### src/rtl/fetch_prefetch_queue_pkg.sv
// Shared fetch-stage constants: default widths, queue depth and the NOP used by IF/ID on a bubble.
`timescale 1ns/1ps
package fetch_prefetch_queue_pkg;

   localparam int unsigned DEF_ADDR_W  = 8;
   localparam int unsigned DEF_INSTR_W = 32;
   localparam int unsigned DEF_DEPTH   = 4;

   // addi x0, x0, 0
   localparam logic [DEF_INSTR_W-1:0] NOP_INSTR = 32'h0000_0013;

   typedef struct packed {
      logic [DEF_INSTR_W-1:0] instr;
      logic [DEF_ADDR_W-1:0]  pc;
   } fetch_entry_t;

endpackage

### src/rtl/fetch_prefetch_queue_sync_fifo.sv
// Synchronous FIFO with flush; head is a combinational read of the storage at the read pointer.
`timescale 1ns/1ps
module fetch_prefetch_queue_sync_fifo #(
   parameter int unsigned DEPTH = 4,
   parameter int unsigned WIDTH = 40
) (
   input  logic                       clk,
   input  logic                       rst_n,
   input  logic                       push_i,
   input  logic                       pop_i,
   input  logic                       flush_i,
   input  logic [WIDTH-1:0]           wdata_i,
   output logic [WIDTH-1:0]           head_c,
   output logic [$clog2(DEPTH):0]     count_o
);

   localparam int unsigned PTR_W = $clog2(DEPTH);
   localparam int unsigned CNT_W = PTR_W + 1;

   logic [WIDTH-1:0] mem_q [DEPTH];
   logic [WIDTH-1:0] mem_d [DEPTH];
   logic [PTR_W-1:0] wr_ptr_q, wr_ptr_d;
   logic [PTR_W-1:0] rd_ptr_q, rd_ptr_d;
   logic [CNT_W-1:0] count_q, count_d;

   // Flush dominates any push/pop in the same cycle
   always_comb begin
      mem_d    = mem_q;
      wr_ptr_d = wr_ptr_q;
      rd_ptr_d = rd_ptr_q;
      count_d  = count_q;
      if (flush_i) begin
         wr_ptr_d = '0;
         rd_ptr_d = '0;
         count_d  = '0;
      end else begin
         if (push_i) begin
            mem_d[wr_ptr_q] = wdata_i;
            wr_ptr_d        = wr_ptr_q + PTR_W'(1);
         end
         if (pop_i) begin
            rd_ptr_d = rd_ptr_q + PTR_W'(1);
         end
         count_d = count_q + CNT_W'(push_i) - CNT_W'(pop_i);
      end
   end

   always_ff @(posedge clk or negedge rst_n) begin
      if (!rst_n) begin
         for (int i = 0; i < int'(DEPTH); i++) begin
            mem_q[i] <= '0;
         end
         wr_ptr_q <= '0;
         rd_ptr_q <= '0;
         count_q  <= '0;
      end else begin
         mem_q    <= mem_d;
         wr_ptr_q <= wr_ptr_d;
         rd_ptr_q <= rd_ptr_d;
         count_q  <= count_d;
      end
   end

   assign head_c  = mem_q[rd_ptr_q];
   assign count_o = count_q;

endmodule

### src/rtl/fetch_prefetch_queue.sv
// Fetch front end: owns the PC, issues pipelined imem reads under a queue credit check,
// buffers returned words with their PCs and squashes everything on an EX redirect.
`timescale 1ns/1ps
module fetch_prefetch_queue
   import fetch_prefetch_queue_pkg::*;
#(
   parameter int unsigned ADDR_W  = DEF_ADDR_W,
   parameter int unsigned INSTR_W = DEF_INSTR_W,
   parameter int unsigned DEPTH   = DEF_DEPTH
) (
   input  logic               clk,
   input  logic               reset,
   output logic               imem_en,
   output logic [ADDR_W-1:0]  imem_addr,
   input  logic [INSTR_W-1:0] imem_rdata,
   input  logic               redirect_valid,
   input  logic [ADDR_W-1:0]  redirect_pc,
   output logic               out_valid,
   input  logic               out_ready,
   output logic [INSTR_W-1:0] out_instr,
   output logic [ADDR_W-1:0]  out_pc
);

   localparam int unsigned CNT_W = $clog2(DEPTH) + 1;
   localparam int unsigned OCC_W = CNT_W + 1;
   localparam int unsigned ENT_W = INSTR_W + ADDR_W;

   logic [ADDR_W-1:0] pc_q, pc_d;
   logic [ADDR_W-1:0] tag_q, tag_d;
   logic              inflight_q, inflight_d;
   logic              squash_q, squash_d;

   logic              issue_c;
   logic              push_c;
   logic              pop_c;
   logic [OCC_W-1:0]  occ_c;
   logic [CNT_W-1:0]  count;
   logic [ENT_W-1:0]  head_c;

   // Credit counts the outstanding read so a return always has a free slot
   always_comb begin
      occ_c      = OCC_W'(count) + OCC_W'(inflight_q);
      issue_c    = reset & ~redirect_valid & (occ_c < OCC_W'(DEPTH));
      push_c     = inflight_q & ~squash_q & ~redirect_valid;
      out_valid  = (count != '0);
      pop_c      = out_valid & out_ready & ~redirect_valid;
      pc_d       = pc_q;
      tag_d      = tag_q;
      inflight_d = issue_c;
      squash_d   = redirect_valid & inflight_q;
      if (redirect_valid) begin
         pc_d = redirect_pc;
      end else if (issue_c) begin
         pc_d  = pc_q + ADDR_W'(1);
         tag_d = pc_q;
      end
   end

   always_ff @(posedge clk or negedge reset) begin
      if (!reset) begin
         pc_q       <= '0;
         tag_q      <= '0;
         inflight_q <= 1'b0;
         squash_q   <= 1'b0;
      end else begin
         pc_q       <= pc_d;
         tag_q      <= tag_d;
         inflight_q <= inflight_d;
         squash_q   <= squash_d;
      end
   end

   fetch_prefetch_queue_sync_fifo #(
      .DEPTH (DEPTH),
      .WIDTH (ENT_W)
   ) u_fifo (
      .clk     (clk),
      .rst_n   (reset),
      .push_i  (push_c),
      .pop_i   (pop_c),
      .flush_i (redirect_valid),
      .wdata_i ({imem_rdata, tag_q}),
      .head_c  (head_c),
      .count_o (count)
   );

   assign imem_en   = issue_c;
   assign imem_addr = pc_q;
   assign out_instr = head_c[ENT_W-1 -: INSTR_W];
   assign out_pc    = head_c[ADDR_W-1:0];

endmodule

### config.mk
export PLATFORM = sky130hd
export DESIGN_NAME = fetch_prefetch_queue
export DESIGN_NICKNAME = d
export VERILOG_FILES = /design/src/rtl/fetch_prefetch_queue_pkg.sv /design/src/rtl/fetch_prefetch_queue_sync_fifo.sv /design/src/rtl/fetch_prefetch_queue.sv
export SDC_FILE = /design/constraint.sdc
export NUM_CORES = 1
export LEC_CHECK = 0
export CORE_MARGIN = 2
export CORE_UTILIZATION = 44
export CTS_BUF_LIST = sky130_fd_sc_hd__clkbuf_4
export CTS_CLUSTER_DIAMETER = 30
export CTS_CLUSTER_SIZE = 8
export DETAILED_ROUTE_END_ITERATION = 16
export GPL_TIMING_DRIVEN = 1
export SETUP_SLACK_MARGIN = 0.05
export SKIP_LAST_GASP = 1
export SYNTH_ARGS = -nofsm -noshare
export SYNTH_HDL_FRONTEND = slang
export SYNTH_SLANG_ARGS = --single-unit
### constraint.sdc
create_clock -name clk -period 2.4 [get_ports clk]
set_input_delay 0.24 -clock clk [delete_from_list [all_inputs] [get_ports clk]]
set_output_delay 0.24 -clock clk [all_outputs]
set_load 0.005 [all_outputs]
==> impl_summary.md <==
Place
The placed wire-length estimate is 10.5 mm. During placement, the flow inserted port buffers numbering between 90 and 100. The global placer's final weighted congestion is 0.752. The cell area after placement is 9560 sq um.

The worst slack after detailed placement is 0.137 ns.

Timing
In the post-route analysis, the smallest setup slack over all paths is 0.0225 ns. For the final database, setup skew stands at 0.0132 ns. The slew at the pin with the worst max-slew slack is 0.841 ns. The max-slew violation total from the final report is 0.

After layout, the minimum clock period comes to 2.38 ns. Setup repair after global routing could not meet its margin everywhere. The total of endpoints with negative setup slack in the final report is 0. The final critical path takes up 99.1% of the cycle. The worst hold slack after final layout is 0.163 ns. The count of final hold-check violations was 0. Based on the critical path, the design can be clocked at up to around 420 MHz. In this run the tightest slew margin relative to its limit is between 40% and 50%.

Synthesis
The main flop type after synthesis is sky130_fd_sc_hd__dfrtp_1. Synthesis produced a netlist whose cell count is 515. A synthesized cell averages 16.2 sq um. In this run the cell area of the synthesized design comes to slightly above 8000 sq um. The number of warnings printed during yosys synthesis is 0.

The share of synthesized flip-flops with an asynchronous set or reset is 100%. The register area share after synthesis is 55.6%. The netlist uses 44 different library cells. The post-synthesis net count is 568. The synthesis-stage register bit count is 185. The count of flip-flops with a built-in enable after synthesis is 0.

Finish
The design area is 10200 sq um. The share of post-route cells with drive strength above 1 is about half. The area occupied by registers is 4630 sq um.

The post-synthesis to final-layout area growth is 22.7%. The number of fill cells is about 1500. Leaving out fill and tap cells, the most frequent cell in the layout is sky130_fd_sc_hd__dfrtp_1. Summing all multi-input logic gate instances after layout gives 3510 sq um. Measured on the finished design, the core utilization comes to approximately 55%. In the layout the commonest cells are sky130_fd_sc_hd__dfrtp_1 (181), sky130_fd_sc_hd__mux2_2 (150), sky130_fd_sc_hd__clkdlybuf4s50_1 (50), sky130_fd_sc_hd__mux4_2 (40), sky130_fd_sc_hd__buf_4 (28). For this run, the post-layout net count is 696.

Global route
The number of global-route vias before repair is 5186. Global routing consumed, over all layers together, 18.5% of the routing resources. The total grt overflow is 0. The largest net degree at the start of global routing is about 160. The global-route wire length before repair is 28.2 mm. The number of antenna violations at the first check in global routing is 1.

Setup path
The data arrival time of the critical path is 2.14 ns. The largest incremental delay on the critical path is 0.46 ns. The signal on the critical path passes through buf_8 -> buf_4 -> buf_12 -> buf_4 -> mux4_2 -> buf_2. Along the worst path, the maximum fanout reaches 6.

At the worst endpoint, the required time is 2.16 ns. The worst setup path is launched from a register. The type of element capturing the critical path is a primary output.

The worst setup path category is reg -> out. The slowest stage cell on the critical path is sky130_fd_sc_hd__dfrtp_2. The most used cell along the critical path is sky130_fd_sc_hd__buf_4.

Die
The initial utilization of the core area, before any placement, comes to 44.6%. The die covers approximately 20000 sq um. The die is around 140 um tall. During I/O placement, the number of pins put on the boundary was 94. In this run the core area contains 50 standard-cell rows.

In this run the horizontal extent of the chip is between 100 and 150 um. The floorplan step defined a core boundary enclosing roughly 19000 sq um.

Power and ir drop
The net switching power figure is 3010 uW. The highest ir drop seen on vdd is 0.000507 V. The logic gate share of total power is about two fifths. The switching share of total power is 28.8%. For this design the static power due to leakage is 0.00465 uW. Sequential cells account for 44.5% of the total power. Power comes to around 10000 uW.

The share of power burned in the clock network is 17.2%. The total power per unit cell area is 1020 nW/um^2. Cell internal power was estimated by the tool at 7430 uW.

Clock tree
The clock insertion delay at the later pin of the skew report is 0.55 ns. TritonCTS built the clock tree. The clock tree root buffer cell is sky130_fd_sc_hd__clkbuf_4. The maximum clock insertion buffer count is 2. The number of buffers created by CTS is 17.

In this run the number of H-tree levels came out at 4. The clock slew at the register clock pins of the worst setup and hold paths is 0.15 ns. The TritonCTS sink count is 185.

Routing
In the routed design, unresolved DRC markers number 0. The final route contains roughly 4800 vias. The first detailed-routing pass ran for 4 iterations. The number of nets with antenna violations after detailed routing is 0.

In the final routed layout, each cell accounts on average for ~20 um. Using the TritonRoute via totals, the vias-per-cell ratio works out to approximately 5.4. The iteration-0 DRC count of the detailed router is between 200 and 300.

After detailed routing, the total wire length is roughly 17 mm.

Hold path
In this run the worst hold path is classified as in -> async.

Run status
The run finished with clean final reports.

Job
The tool flagged a number of max-cap violations equal to 0.
==> metal layers <==
metal | up-vias | GRT usage [%] | part of all wire [%]
met3 | 10 | 4.59 | 3.8
met5 | - | 0 | 0
met1 | 2535 | 25.5 | 46
li1 | 2160 | - | -
met4 | 0 | 4.53 | 0.85
met2 | 91 | 29.8 | 49
==> power groups by stage <==
stage | logic [uW] | clock network [uW] | registers [uW]
2_1_floorplan | 2190 | 0 | 4490
3_3_place_gp | 3700 | 0 | 4660
3_5_place_dp | 3760 | 0 | 4740
4_1_cts | 3910 | 1870 | 4630
5_1_grt | 4320 | 2030 | 4770
6_report | 4000 | 1800 | 4640
==> logic make-up after synthesis <==
kind of cell / count (synthesis) / share of synthesized area [%]
adders and majority gates: 9 / 1.44
and+or+nand+nor: 48 / 3.23
muxes: 213 / 34.6
buffers and inverters: 41 / 2.90
AOI/OAI and AO/OA: 13 / 1.58
DFF: 185 / 55.6
xor gates and xnor gates: 6 / 0.632
==> cells in the mapped netlist, drive strengths merged (2+ instances only) <==
master / count / area, sq um
mux2: 170 / 1940
and4: 2 / 17.5
buf: 31 / 204
nand2: 8 / 30.0
and2: 7 / 46.3
nor2: 9 / 36.3
nand4: 4 / 25.0
mux2i: 3 / 30.0
xor2: 2 / 17.5
clkbuf: 3 / 11.3
nand3b: 2 / 15.0
nand3: 2 / 10.0
nor2b: 4 / 25.0
nor3: 2 / 10.0
xnor2: 4 / 35.0
dfrtp: 185 / 4630
ha: 8 / 100
a22oi: 2 / 15.0
inv: 7 / 26.3
mux4: 40 / 901
o21ai: 3 / 15.0
or3: 3 / 18.8
==> critical path, delay by kind of cell (launching register included) <==
| family | cells | cell delay [ns] |
|---|---|---|
| buf+inv | 5 | 0.67 |
| flops | 1 | 0.46 |
| mux | 1 | 0.44 |
==> per-stage QoR <==
step	instances	setup TNS, ns
after floorplan	515	0
after global placement	825	0
after detailed placement	825	0
after CTS	877	-1.61
after global routing	891	-0.922
final	891	0
==> timing repair <==
action	in CTS	in global routing
gates cloned	3	0
setup buffers	16	14
gates resized for setup	86	62
endpoints found under the setup margin	41	37
pin swaps	0	6
endpoints found under the hold margin	24	0
hold buffers	1	0
==> state kept, by name, summed over array words and instances, names as in the netlist <==
name / flops
inflight_q: 1
squash_q: 1
imem_addr: 8
u_fifo.mem_q: 160
u_fifo.rd_ptr_q: 2
u_fifo.count_o: 3
tag_q: 8
u_fifo.wr_ptr_q: 2
==> final timing paths <==
kind	startpoint	end	slack (ns)	depth (start not counted)
setup / recovery	u_fifo.rd_ptr_q[0]$_DFFE_PN0P_	out_instr[8]	0.02	6
hold / removal	reset	inflight_q$_DFF_PN0_	0.16	2
setup reg to reg	u_fifo.count_o[1]$_DFF_PN0_	u_fifo.count_o[2]$_DFF_PN0_	0.14	11
hold reg to reg	u_fifo.mem_q[120]$_DFFE_PN0P_	u_fifo.mem_q[120]$_DFFE_PN0P_	0.51	1
max in group asynchronous	reset	imem_addr[5]$_DFFE_PN0P_	1.14	3
min in group clk	redirect_pc[0]	imem_addr[0]$_DFFE_PN0P_	0.25	3
==> area by class of cell <==
type                       count  area share [%]
timing repair buffer         143            14.1
multi-input combinational    289            34.4
tap                          234            2.87
sequential                   185            45.4
antenna                        1          0.0245
clock inverter                15            1.72
clock buffer                  17            1.25
inverter                       7           0.257
No activity file was read; power rests on OpenSTA's default activity.
